===== config.mk =====
export PLATFORM = sky130hd
export DESIGN_NAME = cpu_mem_responder_flat
export DESIGN_NICKNAME = d
export VERILOG_FILES = /design/src/rtl/cpu_mem_responder_if.sv /design/src/rtl/cpu_mem_responder.sv /design/src/flat_wrapper.sv
export SDC_FILE = /design/constraint.sdc
export NUM_CORES = 1
export LEC_CHECK = 0
export CORE_MARGIN = 2
export CORE_UTILIZATION = 50
export CTS_BUF_LIST = sky130_fd_sc_hd__clkbuf_4
export CTS_CLUSTER_SIZE = 28
export DETAILED_ROUTE_END_ITERATION = 8
export GPL_TIMING_DRIVEN = 0
export PLACE_DENSITY = 0.68
export SETUP_SLACK_MARGIN = 0.15
export SLEW_MARGIN = 15
export SYNTH_ARGS = -nofsm -noshare
export SYNTH_HDL_FRONTEND = slang
export SYNTH_SLANG_ARGS = --single-unit

===== constraint.sdc =====
create_clock -name clk -period 2.4 [get_ports clk]
set_clock_uncertainty 0.05 [all_clocks]
set_input_delay 0.48 -clock clk [delete_from_list [all_inputs] [get_ports clk]]
set_output_delay 0.48 -clock clk [all_outputs]
set_load 0.05 [all_outputs]

===== src/rtl/cpu_mem_responder_if.sv =====
// CPU-side request/response bus for cpu_mem_responder.
interface cpu_mem_responder_if;
  logic       req;
  logic       we;
  logic [7:0] bus_in;
  logic [1:0] wait_cfg;
  logic [7:0] bus_out;
  logic [7:0] bus_oe;
  logic       ack;
  logic       busy;

  modport master (output req, we, bus_in, wait_cfg, input bus_out, bus_oe, ack, busy);
  modport slave  (input req, we, bus_in, wait_cfg, output bus_out, bus_oe, ack, busy);
endinterface


===== src/rtl/cpu_mem_responder.sv =====
// Small byte memory answering CPU read/write requests with a one-cycle ack.
// Optional wait states are built only when WAIT_STATE_EN is defined.
module cpu_mem_responder #(
  parameter int unsigned ADDR_W   = 4,
  parameter int unsigned MAX_WAIT = 3
) (
  input  logic               clk,
  input  logic               rst,
  cpu_mem_responder_if.slave cpu
);
  localparam int unsigned DATA_W = 8;
  localparam int unsigned DEPTH  = 1 << ADDR_W;

  if (MAX_WAIT > 3) begin : g_max_wait_check
    $error("MAX_WAIT does not fit the 2-bit wait counter");
  end

  typedef enum logic [1:0] {
    S_IDLE,
    S_WDATA,
    S_RESP
`ifdef WAIT_STATE_EN
    , S_WAIT
`endif
  } state_t;

  state_t              state;
  logic [ADDR_W-1:0]   addr_q;
  logic [ADDR_W-1:0]   addr_c;
  logic                ack_q;
  logic                busy_q;
  logic [DATA_W-1:0]   rdata_q;
  logic [DATA_W-1:0]   oe_q;
  logic [DATA_W-1:0]   mem [DEPTH];

`ifdef WAIT_STATE_EN
  localparam int unsigned        CNT_W = 2;
  localparam logic [CNT_W-1:0]   MAX_W = CNT_W'(MAX_WAIT);
  logic [CNT_W-1:0]              wait_q;
  logic [CNT_W-1:0]              wait_c;
  logic                          write_q;

  assign wait_c = (cpu.wait_cfg > MAX_W) ? MAX_W : cpu.wait_cfg;
`endif

  // High address bits are dropped so addresses wrap.
  assign addr_c = cpu.bus_in[ADDR_W-1:0];

  assign cpu.ack     = ack_q;
  assign cpu.busy    = busy_q;
  assign cpu.bus_out = rdata_q;
  assign cpu.bus_oe  = oe_q;

  // Outputs are loaded on entry to RESP so they are valid for exactly that cycle.
  always_ff @(posedge clk) begin
    if (rst) begin
      state   <= S_IDLE;
      addr_q  <= '0;
      ack_q   <= 1'b0;
      busy_q  <= 1'b0;
      rdata_q <= '0;
      oe_q    <= '0;
      for (int unsigned i = 0; i < DEPTH; i++) mem[ADDR_W'(i)] <= '0;
`ifdef WAIT_STATE_EN
      wait_q  <= '0;
      write_q <= 1'b0;
`endif
    end else begin
      ack_q   <= 1'b0;
      rdata_q <= '0;
      oe_q    <= '0;
      case (state)
        S_IDLE: begin
          if (cpu.req) begin
            addr_q <= addr_c;
            busy_q <= 1'b1;
`ifdef WAIT_STATE_EN
            wait_q  <= wait_c;
            write_q <= cpu.we;
`endif
            if (cpu.we) begin
              state <= S_WDATA;
            end
`ifdef WAIT_STATE_EN
            else if (wait_c != '0) begin
              state <= S_WAIT;
            end
`endif
            else begin
              state   <= S_RESP;
              ack_q   <= 1'b1;
              rdata_q <= mem[addr_c];
              oe_q    <= '1;
            end
          end
        end
        S_WDATA: begin
          mem[addr_q] <= cpu.bus_in;
`ifdef WAIT_STATE_EN
          if (wait_q != '0) begin
            state <= S_WAIT;
          end else
`endif
          begin
            state <= S_RESP;
            ack_q <= 1'b1;
          end
        end
`ifdef WAIT_STATE_EN
        S_WAIT: begin
          wait_q <= wait_q - CNT_W'(1);
          if (wait_q == CNT_W'(1)) begin
            state <= S_RESP;
            ack_q <= 1'b1;
            if (!write_q) begin
              rdata_q <= mem[addr_q];
              oe_q    <= '1;
            end
          end
        end
`endif
        S_RESP: begin
          state  <= S_IDLE;
          busy_q <= 1'b0;
        end
        default: begin
          state  <= S_IDLE;
          busy_q <= 1'b0;
        end
      endcase
    end
  end
endmodule


===== src/flat_wrapper.sv =====
// flat-port wrapper written by rule: the top's interface ports become plain ports
module cpu_mem_responder_flat 
#(
  parameter int unsigned ADDR_W   = 4,
  parameter int unsigned MAX_WAIT = 3
)
  (clk, rst, cpu_req, cpu_we, cpu_bus_in, cpu_wait_cfg, cpu_bus_out, cpu_bus_oe, cpu_ack, cpu_busy);
  cpu_mem_responder_if cpu_i ();
  input  logic clk;
  input  logic rst;
  input wire logic [$bits(cpu_i.req)-1:0] cpu_req;
  input wire logic [$bits(cpu_i.we)-1:0] cpu_we;
  input wire logic [$bits(cpu_i.bus_in)-1:0] cpu_bus_in;
  input wire logic [$bits(cpu_i.wait_cfg)-1:0] cpu_wait_cfg;
  output wire logic [$bits(cpu_i.bus_out)-1:0] cpu_bus_out;
  output wire logic [$bits(cpu_i.bus_oe)-1:0] cpu_bus_oe;
  output wire logic [$bits(cpu_i.ack)-1:0] cpu_ack;
  output wire logic [$bits(cpu_i.busy)-1:0] cpu_busy;
  assign cpu_i.req = cpu_req;
  assign cpu_i.we = cpu_we;
  assign cpu_i.bus_in = cpu_bus_in;
  assign cpu_i.wait_cfg = cpu_wait_cfg;
  assign cpu_bus_out = cpu_i.bus_out;
  assign cpu_bus_oe = cpu_i.bus_oe;
  assign cpu_ack = cpu_i.ack;
  assign cpu_busy = cpu_i.busy;
  cpu_mem_responder #(.ADDR_W(ADDR_W), .MAX_WAIT(MAX_WAIT)) u_core (.clk(clk), .rst(rst), .cpu(cpu_i));
endmodule

==> results of run 1 <==
[power by group through the flow]
stage	logic, mW	clock network (mW)	registers [mW]
5_1_grt	0.456	1.62	2.87
3_3_place_gp	0.422	0	2.91
4_1_cts	0.424	1.52	2.86
3_5_place_dp	0.426	0	2.91
2_1_floorplan	0.252	0	2.93
6_report	0.431	1.51	2.86
[layout make-up]
type / instances / area, sq um / share of cell area [%]
Clock inverter: 10 / 114 / 1.53
Timing Repair Buffer: 27 / 268 / 3.61
Multi-Input combinational cell: 249 / 2250 / 30.3
Buffer: 33 / 211 / 2.85
Clock buffer: 22 / 165 / 2.23
Tap cell: 172 / 215 / 2.90
Sequential cell: 145 / 4190 / 56.4
Inverter: 3 / 11.3 / 0.152
[what timing repair did]
item | CTS | global route
gates resized for setup | 17 | 34
setup endpoints to repair | 89 | 125
pin swaps | 0 | 0
gates cloned | 0 | 0
[Yosys cell counts]
| master | n |
|---|---|
| dfxtp_1 | 17 |
| a21oi_1 | 2 |
| or3_1 | 1 |
| nor2_1 | 16 |
| a211oi_1 | 16 |
| buf_2 | 5 |
| buf_4 | 9 |
| nor2b_1 | 8 |
| buf_6 | 2 |
| mux4_2 | 20 |
| nand2_1 | 3 |
| nor4b_2 | 1 |
| inv_1 | 2 |
| nand3b_4 | 1 |
| or2_1 | 16 |
| mux4_1 | 12 |
| and4bb_2 | 1 |
| nor3_1 | 4 |
| clkbuf_1 | 15 |
| inv_2 | 1 |
| buf_12 | 2 |
| edfxtp_1 | 128 |
| nand2b_1 | 4 |
| nor3_2 | 4 |
| and2_1 | 128 |
| mux2i_1 | 12 |
[logic make-up (layout without fill, tap and decap cells)]
group / count (synthesis) / after routing / share of synthesized area, %
flops: 145 / 145 / 63.6
mux: 44 / 44 / 13.5
compound gates: 18 / 18 / 1.98
buf+inv: 36 / 95 / 3.38
simple gates: 187 / 187 / 17.6
[layout by cell type (no fill, tap or decap), types with 3 or more instances in the layout]
cell type	Yosys	routed
and2_1	128	128
mux4_2	20	20
dfxtp_1	17	16
clkdlybuf4s50_1	0	12
a211oi_1	16	16
nor2b_1	8	8
clkbuf_4	0	22
clkbuf_2	0	3
nor2_1	16	4
mux4_1	12	12
nor3_1	4	4
mux2i_1	12	12
nor2_2	0	12
clkinvlp_4	0	3
buf_4	9	9
or2_1	16	7
clkdlybuf4s15_1	0	4
nand2b_1	4	4
clkbuf_1	15	15
buf_2	5	5
nor3_4	0	4
edfxtp_1	128	128
or2_4	0	8
dlymetal6s2s_1	0	6
nand2_1	3	3
[metrics by stage]
stage / hold slack, ps / cell area [sq um] / utilization (%)
2_1_floorplan: 450 / 6580 / -
3_3_place_gp: 458 / 7070 / 55.6
3_5_place_dp: 473 / 7070 / 55.6
4_1_cts: 420 / 7360 / 57.8
5_1_grt: 411 / 7420 / 58.3
6_report: 451 / 7420 / 58.3
[sequential cells by signal, summed over array words and instances (netlist names)]
register / count
u_core.mem: 128
u_core.cpu.bus_out: 8
u_core.addr_q: 4
u_core.state: 2
u_core.cpu.ack: 1
u_core.cpu.bus_oe: 1
u_core.cpu.busy: 1
[worst paths after layout]
check | cells past startpoint | startpoint | endpoint
min reg2reg | 2 | u_core.cpu.busy | u_core.cpu.busy
max | 6 | cpu_bus_in[0] | u_core.cpu.bus_out[2]
max reg2reg | 4 | u_core.state[1] | u_core.mem[7][7]
min | 3 | cpu_we | u_core.state[0]
[critical path: cells and delay by family]
family	cells	cell delay, ps
AND/OR/NAND/NOR	1	160
AO/OA/AOI/OAI	2	440
multiplexers	1	580
buffers and inverters	2	870
[routing by layer]
| layer | routed length [um] | global-route usage (%) | up-vias |
|---|---|---|---|
| met4 | 321 | 7.81 | 0 |
| met3 | 869 | 4.58 | 24 |
| li1 | - | - | 1670 |
| met1 | 6580 | 32.0 | 1878 |
| met2 | 6830 | 32.6 | 141 |
| met5 | 0 | 0 | - |
==> impl_metrics.json, run 1 <==
{
  "status": "finished clean",
  "seq_power_share_pct": 59.5,
  "initial_core_util_pct": 51.8,
  "grt_pass1_vias": 3642,
  "clock_tree.root_cell": "clkbuf_4",
  "clk_pin_slew_ps": 120,
  "yosysTopAreaCell": "edfxtp_1",
  "core-area_sq_mm": 0.0127,
  "drt_pass1_iterations": 5,
  "cts_tree": "done",
  "vias": 3713,
  "drcViolationCount": 0,
  "die_x_um": 119,
  "first_iter_violations": 322,
  "finalSetupTns_ps": 0,
  "wire_per_inst_um": 22.1,
  "swShare_pct": 23.7,
  "worst_slew_pin_slew_ps": 634,
  "die_h_um": 119,
  "power.switching_mw": 1.14,
  "drv_slew": 0,
  "port_buffers": 27,
  "hold_buffers": 0,
  "drive_gt1_share_pct": 20.9,
  "areaGrowthSynthToFinish_pct": 12.7,
  "finalCritPeriodShare_pct": 91.4,
  "crit_slowest_cell": "clkdlybuf4s50_1",
  "postCtsSetupRepairBufs": 0,
  "grt_util_all_layers_pct": 21.9,
  "dp.cells": 629,
  "insertion_delay_ps": 540,
  "relSlewSlack_pct": 57.7,
  "synth.avg_cell_area_sq_um": 15.3,
  "gp_congestion": 0.792,
  "rsz0062_at_grt": "yes",
  "yosysWarnings": 0,
  "cts_inserted_buffers": 17,
  "synth_nets": 444,
  "nets": 490,
  "setup_violations": 0,
  "max_freq_mhz": 456,
  "fillers": 1043,
  "clockBufferDepth": 2,
  "fin_crit_ps": 2190,
  "dp_hpwl_um": 9650,
  "hold_path_class": "input pin to flip-flop",
  "die_area_sq_mm": 0.0141,
  "pwr-share-comb_pct": 9.0,
  "start_kind": "input pin",
  "ys_ff_latch": 145,
  "cp-end-kind": "flip-flop",
  "dp_slack_ps": -383,
  "peakVddDrop_v": 0.000290,
  "path_class": "input pin to flip-flop",
  "crit_path_max_incr_delay_ps": 620,
  "drt-total-wl_um": 14600,
  "num_rows": 41,
  "grt-ovfl-total": 0,
  "critical_path.cell_chain": "clkdlybuf4s50_1, buf_6, mux4_2, nor2b_1, a211oi_1, a211oi_1",
  "grt_start_max_net_pins": 17,
  "routed_via_density": 5.62,
  "postRouteAntennaNets": 0,
  "finalPower_mw": 4.80,
  "power.density_mw_per_mm2": 647,
  "io_pins": 32,
  "synth.top_cells.by_area": "edfxtp_1 58%, and2_1 12%, mux4_2 6.8%",
  "htreeDepth": 4,
  "fin_ws_ps": 207,
  "path_max_fanout": 10,
  "antennaDiodeCount": 0,
  "ff2ff_setup_slack_ps": 220,
  "intPower_mw": 3.66,
  "grt_pass1_wl_um": 21900,
  "synthCells": 430,
  "hold_viol_final": 0,
  "antenna_found_initial": 0,
  "power.share.clock_pct": 31.5,
  "p_leak_nw": 2.83,
  "synth_area_sq_mm": 0.00658,
  "cp_data_required_time_ps": 2760,
  "synth_top_area_share_pct": 58.4,
  "ys_seq_area_share_pct": 63.5,
  "worstPathArrival_ps": 2550,
  "synthDistinctLibCells": 26,
  "drv_cap": 0,
  "clock-sinks": 145,
  "final_cells": 661,
  "cp_common_cell": "a211oi_1"
}
Power figures use the tool's default switching activity.
==> inputs of run 2 (changes only) <==
Settings changed: CELL_PAD_IN_SITES_DETAIL_PLACEMENT from default to 0, CELL_PAD_IN_SITES_GLOBAL_PLACEMENT from default to 1, PLACE_DENSITY 0.68 to default, PLACE_DENSITY_LB_ADDON from default to 0.1.
==> run 2 against run 1 <==
  * Setup slack hardly changed
  * Final cell count stayed put
  * Flip-flop and latch count did not move
  * Worst hold slack better by 44 ps
  * Critical path depth decreased by 5
  * Critical endpoint is now cpu_bus_out[5]
  * Largest cell class unchanged
==> impl_metrics.json, run 2 (synthesis gave the netlist of run 1 again) <==
{
  "status": "finished clean",
  "finalPower_mw": 4.64,
  "finalCritPeriodShare_pct": 91.4,
  "finalSetupTns_ps": 0,
  "place_area_sq_mm": 0.00707,
  "rsz0062_at_grt": "yes",
  "cp_data_required_time_ps": 1870,
  "seq_power_share_pct": 61.5,
  "die_h_um": 119,
  "grt_util_all_layers_pct": 22.9,
  "reg2reg_depth": 4,
  "intPower_mw": 3.52,
  "fin_ws_ps": 207,
  "antenna_found_initial": 0,
  "gp_congestion": 0.772,
  "postRouteAntennaNets": 0,
  "clock_tree.root_cell": "clkbuf_4",
  "wire_per_inst_um": 22.7,
  "power.density_mw_per_mm2": 633,
  "die_x_um": 119,
  "critical_path.cell_chain": "clkdlybuf4s50_1",
  "cts_tree": "done",
  "port_buffers": 27,
  "fillers": 1083,
  "htreeDepth": 4,
  "cts_inserted_buffers": 17,
  "crit_cells": 1,
  "first_iter_violations": 269,
  "drt_pass1_iterations": 4,
  "final_area_sq_mm": 0.00733,
  "areaGrowthSynthToFinish_pct": 11.4,
  "top_register": "u_core.mem",
  "grt_pass1_wl_um": 22900,
  "cp-end-kind": "primary output",
  "fin_crit_ps": 2190,
  "utilization_pct": 57.6,
  "clock-sinks": 145,
  "hold_viol_final": 0,
  "critPathBufInv": 1,
  "die_area_sq_mm": 0.0141,
  "final_cell_mix": "128 x and2_1, 128 x edfxtp_1, 21 x clkbuf_4",
  "relSlewSlack_pct": 55.8,
  "p_leak_nw": 2.79,
  "num_rows": 41,
  "worst_slew_pin_slew_ps": 663,
  "start_kind": "flip-flop",
  "power.share.clock_pct": 29.2,
  "clockBufferDepth": 2,
  "clk_pin_slew_ps": 110,
  "largest_register_ff_count": 128,
  "pwr-share-comb_pct": 9.3,
  "initial_core_util_pct": 51.8,
  "cp_top_family": "buffers and inverters",
  "path_max_fanout": 1,
  "drt-total-wl_um": 15000,
  "power.switching_mw": 1.12,
  "dp_slack_ps": -305,
  "hold_buffers": 0,
  "drv_cap": 0,
  "peakVddDrop_v": 0.000293,
  "antennaDiodeCount": 0,
  "hold_path_class": "flip-flop to flip-flop",
  "insertion_delay_ps": 550,
  "setup_violations": 0,
  "grt-ovfl-total": 0,
  "drv_slew": 0,
  "path_class": "flip-flop to primary output",
  "postCtsSetupRepairBufs": 0,
  "nets": 490,
  "routed_via_density": 5.51,
  "core-area_sq_mm": 0.0127,
  "io_pins": 32,
  "grt_pass1_vias": 3705,
  "crit_slowest_cell": "clkdlybuf4s50_1",
  "swShare_pct": 24.1,
  "vias": 3644,
  "dp_hpwl_um": 10100,
  "crit_path_max_incr_delay_ps": 790,
  "max_freq_mhz": 456,
  "worstPathArrival_ps": 1660,
  "hold_depth": 2,
  "drcViolationCount": 0,
  "drive_gt1_share_pct": 20.7,
  "grt_start_max_net_pins": 17
}
run 2: repair_timing:
action,4_1_cts,5_1_grt
setup endpoints to repair,95,98
pin swaps,0,0
resized for setup,24,31
run 2: power by group through the flow:
stage,logic (mW),clock network (mW),registers [mW]
2_1_floorplan,0.252,0,2.93
3_3_place_gp,0.427,0,2.91
3_5_place_dp,0.432,0,2.91
4_1_cts,0.428,1.38,2.86
5_1_grt,0.459,1.47,2.87
6_report,0.431,1.36,2.86
run 2: routing by layer:
layer | global-route usage [%] | vias up | wire, um
li1 | - | 1676 | -
met1 | 32.1 | 1842 | 6820
met2 | 35.6 | 104 | 7260
met3 | 4.34 | 22 | 596
met4 | 8.78 | 0 | 340
met5 | 0 | - | 0
run 2: per-stage QoR:
step	instances	hold slack, ps
2_1_floorplan	430	450
5_1_grt	661	489
6_report	661	495
4_1_cts	661	446
3_3_place_gp	629	454
3_5_place_dp	629	476
run 2: final timing paths:
| kind | startpoint | endpoint | slack, ps |
|---|---|---|---|
| worst max-delay path | u_core.cpu.bus_out[5] | cpu_bus_out[5] | 210 |
| worst min-delay path | u_core.cpu.busy | u_core.cpu.busy | 490 |
| worst max register to register | u_core.state[1] | u_core.mem[15][1] | 220 |
| worst min register to register | u_core.cpu.busy | u_core.cpu.busy | 490 |
run 2: cell type report:
type	instances	area, sq um	area share [%]
clock inverter	11	73.8	1.01
tap	172	215	2.93
sequential	145	4180	57.1
multi-input combinational	249	2250	30.6
buffer	33	211	2.88
inverter	3	11.3	0.154
timing repair buffer	27	234	3.19
clock buffer	21	158	2.15
==> RTL edit (flow settings as in run 1) <==
`ADDR_W` is set to 4 in 2 places; all go to 3.
--- a/src/rtl/cpu_mem_responder.sv
+++ b/src/rtl/cpu_mem_responder.sv
@@ -1,7 +1,7 @@
 // Small byte memory answering CPU read/write requests with a one-cycle ack.
 // Optional wait states are built only when WAIT_STATE_EN is defined.
 module cpu_mem_responder #(
-  parameter int unsigned ADDR_W   = 4,
+  parameter int unsigned ADDR_W   = 3,
   parameter int unsigned MAX_WAIT = 3
 ) (
   input  logic               clk,
--- a/src/flat_wrapper.sv
+++ b/src/flat_wrapper.sv
@@ -1,7 +1,7 @@
 // flat-port wrapper written by rule: the top's interface ports become plain ports
 module cpu_mem_responder_flat 
 #(
-  parameter int unsigned ADDR_W   = 4,
+  parameter int unsigned ADDR_W   = 3,
   parameter int unsigned MAX_WAIT = 3
 )
   (clk, rst, cpu_req, cpu_we, cpu_bus_in, cpu_wait_cfg, cpu_bus_out, cpu_bus_oe, cpu_ack, cpu_busy);
Behaviour: not the same (a bounded check fails within 10 cycles, from zero or initial values and one cycle with rst high).
==> RTL edit against run 1 <==
  * Cell area down 46%
  * Count of clock-buffer cells in the layout shrank 12
  * Global-route usage down 3.3 points
  * Cell count decreased by 43%
  * Critical path type unchanged
  * Largest cell class unchanged
  * Worst setup slack improved by 0.038 ns
  * Register-to-register slack better by 0.09 ns
  * Synthesized area shrank 47%
  * Wire length shrank 56%
  * Total power down 49%
  * Sequential cell count fell by 65
==> RTL edit: results (changes against run 1) <==
[place]
place_worst_setup_slack_ns = -0.587  ; -0.205 ns
dpl.hpwl_mm = 4.40  ; -54%
gp_congestion = 0.780  ; -1.5%
place_area_um2 = 3890  ; -45%

[finish]
multi_input_area_um2 = 1140  ; -50%
drive_above_1_share = 0.259  ; +0.0503
signal_buffers = 43  ; -28%
multi_input_cells = 126  ; -49%
nonClkBufAreaFrac = 0.0892  ; +0.0247
fillers = 565  ; -46%
n_clock_buffer = 10  ; -55%
seq_area_frac = 0.557  ; -0.00668
largest_register_ffs = 64  ; -50%
inv_count = 17  ; +14
clock_area_frac = 0.0255  ; -0.0121
seqCellArea_um2 = 2240  ; -46%

[global_route]
grt_pass1_wl_mm = 10.2  ; -54%
grtUsageMet3 = 0.0349  ; -0.0110
grt_pass1_vias = 1918  ; -47%
met2_usage = 0.300  ; -0.0255
met1_usage = 0.249  ; -0.0708

[status]
status = complete, no violations

[route]
first_iter_violations = 145  ; -55%
drt-met1-wl_mm = 2.89  ; -56%
wl_met3_um = 221  ; -75%
drt_pass1_iterations = 4  ; -1
totalWireLength_mm = 6.44  ; -56%
dr_wl_met2_mm = 3.20  ; -53%
via_count = 1956  ; -47%

[critical_path]
slowest_delay_ns = 0.57  ; -0.05 ns
slowest_stage = or4b_4
crit_arrival_ns = 2.20  ; -0.35 ns
cp_max_fo = 9  ; -1

[clock_network]
postCtsResizedCells = 12  ; -5
insertion_delay_ns = 0.42  ; -0.12 ns
cts_htree_levels = 3  ; -1

[synthesis]
synth-seq-area-share = 0.641  ; +0.00587
synth_edf_count = 64  ; -50%
synth-compound-area-share = 0.0179  ; -0.00187
synthTopCellsByArea = edfxtp_1, mux4_2, dfxtp_1, and2_1, and2_2
synth_mux_area_frac = 0.112  ; -0.0229
ys_seq_elements = 80  ; -45%
synth_common_cells = edfxtp_1, and2_1, inv_1, dfxtp_1, mux4_2

[timing]
max_slew_margin = 0.610  ; +0.0328

[worst_hold_path]
hp-class = flip-flop to flip-flop

[power]
ir_drop_mv = 0.317  ; +9.2%

RTL edit: cell types whose count changed in the layout (fill, tap and decap cells not counted), moves of 14 or more:
cell      before  now
a211oi_1      16    0
and2_1       128   50
and2_2         0   14
edfxtp_1     128   64
inv_1          2   17
RTL edit: worst register-to-register path: cells and delay by family (launching register included):
| kind | cells | cell delay (ns) |
|---|---|---|
| DFF | 1 | 0.60 |
| and+or+nand+nor | 3 | 1.13 |
RTL edit: worst paths after layout:
path | slack [ns] | cells after the start | end | startpoint
worst max-delay path | 0.25 | 4 | u_core.mem[0][0]$_SDFFCE_PN0P_ | rst
worst min-delay path | 0.44 | 1 | u_core.cpu.busy$_SDFFE_PP0P_ | u_core.cpu.busy$_SDFFE_PP0P_
worst max register to register | 0.31 | 3 | u_core.mem[7][4]$_SDFFCE_PN0P_ | u_core.addr_q[2]$_SDFFE_PP0N_
worst min register to register | 0.44 | 1 | u_core.cpu.busy$_SDFFE_PP0P_ | u_core.cpu.busy$_SDFFE_PP0P_
RTL edit: through the flow:
step	utilization	cells	power, mW
floorplan	-	239	1.75
global placement	0.572	362	1.84
detailed placement	0.573	362	1.84
CTS	0.590	378	2.46
global route	0.592	378	2.54
finish	0.592	378	2.45
RTL edit: report_power, final:
group          switching (mW)  leakage, nW  internal [mW]  total, mW
clock network           0.431       0.0648          0.212      0.643
registers              0.0230        0.790           1.54       1.57
logic                   0.142        0.681         0.0984      0.241
RTL edit: cell families (layout without fill, tap and decap cells):
kind of cell,after synthesis,in the layout
muxes,19,19
AOI/OAI and AO/OA,10,10
buffers and inverters,33,76
DFF,80,80
and+or+nand+nor,97,97
